## config.mk

```make
export PLATFORM = sky130hd
export DESIGN_NAME = seg_scan_decoder
export DESIGN_NICKNAME = d
export VERILOG_FILES = /design/src/rtl/seg_scan_decoder.sv
export SDC_FILE = /design/constraint.sdc
export NUM_CORES = 1
export LEC_CHECK = 0
export CORE_MARGIN = 5
export CORE_UTILIZATION = 40
export CTS_CLUSTER_SIZE = 30
export DETAILED_ROUTE_END_ITERATION = 8
export PLACE_DENSITY = 0.57
export SETUP_SLACK_MARGIN = 0.15
export SLEW_MARGIN = 20
export SYNTH_ARGS = -nofsm -noshare
export SYNTH_HDL_FRONTEND = slang
export SYNTH_SLANG_ARGS = --single-unit
```

## constraint.sdc

```tcl
create_clock -name clk -period 6.1 [get_ports clk]
set_clock_uncertainty 0.1 [all_clocks]
set_input_delay 1.22 -clock clk [delete_from_list [all_inputs] [get_ports clk]]
set_output_delay 1.22 -clock clk [all_outputs]
set_load 0.01 [all_outputs]
```

## src/rtl/seg_scan_decoder.sv

```systemverilog
// Recovers the four hex digits and dots shown on a time-multiplexed 7-segment bus.
// A digit is accepted after a stable dwell, and a frame is published once all four slots are seen.
module seg_scan_decoder #(
  parameter int STABLE_CYCLES = 4,
  parameter bit ACTIVE_LOW    = 1'b1
) (
  input  logic        clk,
  input  logic        rst,
  input  logic [7:0]  segments,
  input  logic [1:0]  dig_sel,
  output logic [15:0] digits,
  output logic [3:0]  dots,
  output logic [3:0]  bad,
  output logic        frame_valid
);

  localparam logic [7:0] STAB_MAX = 8'(STABLE_CYCLES);

  logic [7:0]       seg_q, seg_p;
  logic [1:0]       sel_q, sel_p;
  logic [7:0]       stab_cnt;
  logic             captured;
  logic [3:0]       seen;
  logic             pend;
  logic [3:0][3:0]  slot_nib;
  logic [3:0]       slot_dp;
  logic [3:0]       slot_bad;

  logic             changed;
  logic [7:0]       stab_next;
  logic             capture;
  logic [7:0]       lit;
  logic [3:0]       dec_nib;
  logic             dec_bad;
  logic [3:0]       sel_oh;
  logic [3:0]       seen_next;
  logic [3:0][3:0]  slot_nib_n;
  logic [3:0]       slot_dp_n;
  logic [3:0]       slot_bad_n;

  // The sample register is compared against the one before it, which puts
  // acceptance exactly STABLE_CYCLES edges after the value reaches the ports.
  always_comb begin
    changed = ({sel_q, seg_q} != {sel_p, seg_p});
    if (changed)
      stab_next = 8'd1;
    else if (stab_cnt >= STAB_MAX)
      stab_next = STAB_MAX;
    else
      stab_next = stab_cnt + 8'd1;
    capture = !changed && !captured && (stab_next == STAB_MAX);
  end

  always_comb begin
    lit     = ACTIVE_LOW ? ~seg_q : seg_q;
    dec_bad = 1'b0;
    dec_nib = 4'h0;
    case (lit[7:1])
      7'b1111110: dec_nib = 4'h0;
      7'b0110000: dec_nib = 4'h1;
      7'b1101101: dec_nib = 4'h2;
      7'b1111001: dec_nib = 4'h3;
      7'b0110011: dec_nib = 4'h4;
      7'b1011011: dec_nib = 4'h5;
      7'b1011111: dec_nib = 4'h6;
      7'b1110000: dec_nib = 4'h7;
      7'b1111111: dec_nib = 4'h8;
      7'b1111011: dec_nib = 4'h9;
      7'b1110111: dec_nib = 4'hA;
      7'b0011111: dec_nib = 4'hB;
      7'b1001110: dec_nib = 4'hC;
      7'b0111101: dec_nib = 4'hD;
      7'b1001111: dec_nib = 4'hE;
      7'b1000111: dec_nib = 4'hF;
      default: begin
        dec_nib = 4'h0;
        dec_bad = 1'b1;
      end
    endcase
  end

  // Slot next-state includes the current capture so a same-cycle publish sees it.
  always_comb begin
    sel_oh     = 4'b0001 << sel_q;
    slot_nib_n = slot_nib;
    slot_dp_n  = slot_dp;
    slot_bad_n = slot_bad;
    if (capture) begin
      slot_nib_n[sel_q] = dec_nib;
      slot_dp_n[sel_q]  = lit[0];
      slot_bad_n[sel_q] = dec_bad;
    end
    seen_next = (pend ? 4'h0 : seen) | (capture ? sel_oh : 4'h0);
  end

  always_ff @(posedge clk) begin
    if (rst) begin
      seg_q       <= 8'h00;
      sel_q       <= 2'd0;
      seg_p       <= 8'h00;
      sel_p       <= 2'd0;
      stab_cnt    <= 8'd0;
      captured    <= 1'b0;
      seen        <= 4'h0;
      pend        <= 1'b0;
      slot_nib    <= '0;
      slot_dp     <= 4'h0;
      slot_bad    <= 4'h0;
      digits      <= 16'h0000;
      dots        <= 4'h0;
      bad         <= 4'h0;
      frame_valid <= 1'b0;
    end else begin
      seg_q       <= segments;
      sel_q       <= dig_sel;
      seg_p       <= seg_q;
      sel_p       <= sel_q;
      stab_cnt    <= stab_next;
      captured    <= changed ? 1'b0 : (captured | capture);
      slot_nib    <= slot_nib_n;
      slot_dp     <= slot_dp_n;
      slot_bad    <= slot_bad_n;
      seen        <= seen_next;
      pend        <= capture && (seen_next == 4'hF);
      frame_valid <= pend;
      if (pend) begin
        digits <= slot_nib_n;
        dots   <= slot_dp_n;
        bad    <= slot_bad_n;
      end
    end
  end

endmodule

```

==> run summary <==
## Run status
• status: finished clean

## Cells and area
• utilization after layout: 0.465
• share of cells above drive strength 1: 0.108
• antenna fix cells: 0
• net count reported at finish: 416
• Filler Cells Inserted: 876
• area overhead of the layout relative to synthesis: 14.9%

## Pwr
• cell-internal power: 0.810 mW
• power per standard cell area: 254 mW/mm^2
• post-layout total power: 1.07 mW
• power share of the combinational group: 0.066
• proportion of power drawn by flip-flops and latches: 0.528
• fraction of power spent switching nets: 0.245
• IR drop worst, VDD: 111 uV
• share of total power in the clock network: 0.406
• net load switching power: 0.263 mW
• Leak: 1.51 nW

## Route
• Post-Route WL: 7.77 mm
• Via Count: 2792
• starting DRC count in detailed routing: 201
• vias per inst: 5.39
• detailed-router iteration count before antenna repair: 4
• DRC Markers: 0
• post-route antenna net violation count: 0
• routed length per placed instance: 15.0 um

## Clock tree
• post-cts gate resize count: 0
• root buffer cell: sky130_fd_sc_hd__clkbuf_8
• maximum clock path buffer count: 2
• clock-pin slew on the worst setup and hold paths: 0.09 ns
• clock buffers created by TritonCTS: 9
• later-pin clock latency in the skew report: 0.36 ns
• Post CTS Setup Buffer Count: 0
• CTS tree: built
• number of buffers inserted by hold repair at cts: 0
• Clock Sink Count: 83
• H-tree depth: 3

## Synthesis
• number of standard cells after synthesis: 383
• most frequent cell after synthesis: sky130_fd_sc_hd__dfxtp_1
• Seq/Total Area, Yosys: 0.453
• summed instance area of the synthesized netlist: 0.00367 sq mm
• Synth Area per Inst: 9.57 sq um
• most frequent cells after synthesis: sky130_fd_sc_hd__dfxtp_1 (83), sky130_fd_sc_hd__nor2_1 (26), sky130_fd_sc_hd__nand2_1 (24), sky130_fd_sc_hd__nor2b_1 (24), sky130_fd_sc_hd__a21oi_1 (16)
• count of synthesis-stage warnings from yosys: 0
• largest cells by area after synthesis: sky130_fd_sc_hd__dfxtp_1 (45%), sky130_fd_sc_hd__nor2b_1 (4.1%), sky130_fd_sc_hd__mux2i_1 (3.0%)
• biggest area consumer among synthesized cells: sky130_fd_sc_hd__dfxtp_1
• number of storage elements in the synthesis netlist: 83
• share of async-settable or async-resettable flops after synthesis: 0
• share of the synthesized area in the top cell type: 0.453
• most instantiated flip-flop cell in the synthesis netlist: sky130_fd_sc_hd__dfxtp_1
• number of distinct library cell variants in the gate-level netlist after synthesis: 64
• number of enable flip-flop cells after synthesis: 0

## Worst setup path
• Max FO, Critical Path: 84
• Slowest cell on crit path: sky130_fd_sc_hd__nand2b_1
• worst-path cell chain: buf_2 -> buf_4 -> nand2b_1 -> inv_1 -> a32oi_1 -> o31ai_2
• Critical Path Sink Type: flop
• required time of the critical path: 6.23 ns
• crit start category: input port
• critical path buffer and inverter count: 3
• data arrival time of the worst path: 3.40 ns
• crit path kind: input port to flop
• delay-heaviest family, CP: buffers and inverters
• delay of the slowest cell on the worst path: 0.71 ns

## GRT
• wire length of the first global-routing pass: 13.2 mm
• number of global-route vias before repair: 2633
• combined global-route utilization of all metal layers: 0.146
• initial antenna violation count: 0
• maximum number of pins on one net before global-route repair: 85
• gr ovfl total: 0

## STA
• final-report hold violation count: 0
• achievable frequency: 0.305 GHz
• setup slack after layout: 2.82 ns
• Setup violations, final: 0
• slew at the pin closest to its max-slew limit: 0.882 ns
• Post-Route Setup TNS: 0 ns
• share of the cycle needed by the critical path after routing: 0.537
• relative slew slack: 0.412
• unrepaired setup endpoints after global routing: no
• Final Slew Violations: 0
• final worst path period need: 3.28 ns

## Floorplanning
• Die X-Extent: 106 um
• number of top-level design ports: 37
• Vert. Die Dim: 106 um
• Initial Util: 0.404
• num rows: 35
• core area: 0.00906 sq mm
• area of the die: 0.0112 sq mm

## Placed design
• Worst Setup Slack post-DPL: 2.47 ns
• half-perimeter wire length after placement: 4.94 mm
• count of input and output buffers: 36
• Final Wtd Congestion: 0.753

## Flow run
• count of maximum capacitance violations: 0

## Min path
• hold crit path type: flop to flop

## kinds of logic (layout without fill, tap and decap cells)
group | after synthesis | count (layout) | synth area share
DFF | 83 | 83 | 0.453
muxes | 11 | 11 | 0.0300
AOI/OAI and AO/OA | 73 | 73 | 0.152
and+or+nand+nor | 157 | 157 | 0.265
xor gates and xnor gates | 11 | 11 | 0.0263
buffers and inverters | 45 | 65 | 0.0659
other | 1 | 5 | 0.00102
adders and majority gates | 2 | 2 | 0.00682
## worst min-delay path: cells and delay by family, from the launching register on
family,cells,cell delay [ns]
AO/OA/AOI/OAI,1,0.05
buffers and inverters,1,0.05
flip-flops,1,0.32
## power groups by stage
stage          Sequential, mW  Clock (mW)  Combinational (mW)
2_1_floorplan           0.569           0              0.0643
3_3_place_gp            0.579           0              0.0705
3_5_place_dp            0.579           0              0.0715
4_1_cts                 0.567       0.448              0.0717
5_1_grt                 0.569       0.469              0.0787
6_report                0.567       0.435              0.0708
## flip-flops by register name, indices dropped and copies added (netlist names)
signal and flops:
pend 1, captured 1, sel_p 2, seg_q 8
seg_p 8, frame_valid 1, bad 4, slot_dp 4
seen 4, stab_cnt 8, slot_nib 16, sel_q 2
dots 4, digits 16, slot_bad 4
## cells in the final DEF (no fill, tap or decap), types with 11 or more instances in the layout
cell / count
sky130_fd_sc_hd__a21oi_1: 16
sky130_fd_sc_hd__clkdlybuf4s50_1: 35
sky130_fd_sc_hd__dfxtp_1: 83
sky130_fd_sc_hd__inv_1: 11
sky130_fd_sc_hd__mux2i_1: 11
sky130_fd_sc_hd__nand2_1: 24
sky130_fd_sc_hd__nor2_1: 26
sky130_fd_sc_hd__nor2b_1: 24
sky130_fd_sc_hd__nor3_1: 11
sky130_fd_sc_hd__o21ai_0: 13
## path summary, 6_finish.rpt
path,from,to,slack [ns],cells past startpoint
hold / removal,seen[1]$_SDFF_PP0_,pend$_SDFF_PP0_,0.34,2
hold reg to reg,seen[1]$_SDFF_PP0_,pend$_SDFF_PP0_,0.34,2
setup reg to reg,seg_q[5]$_SDFF_PP0_,digits[6]$_SDFFE_PP0P_,3.34,5
setup / recovery,rst,bad[3]$_SDFFE_PP0P_,2.82,6
## per-stage QoR
step           area, sq um  hold WS [ns]  cells
6_report              4210         0.342    518
5_1_grt               4210         0.366    518
4_1_cts               4210         0.345    518
3_5_place_dp          4000         0.335    502
3_3_place_gp          3990         0.329    502
2_1_floorplan         3680         0.323    387
## area by class of cell
| cell class | instances | area (sq um) | area share |
|---|---|---|---|
| clock inverters | 6 | 90.1 | 0.0214 |
| flip-flops and latches | 83 | 1660 | 0.394 |
| inverters | 11 | 41.3 | 0.00980 |
| repair buffers | 38 | 370 | 0.0879 |
| well taps | 111 | 139 | 0.0330 |
| multi-input cells | 259 | 1780 | 0.423 |
| clock buffers | 10 | 128 | 0.0303 |
## layer usage
layer | global-route usage | vias up | part of all wire
met5 | 0 | - | 0
met4 | 0.0675 | 0 | 0.021
met2 | 0.226 | 54 | 0.46
li1 | - | 1396 | -
met3 | 0.0257 | 13 | 0.037
met1 | 0.196 | 1329 | 0.48
(Power assumes the default switching activity.)
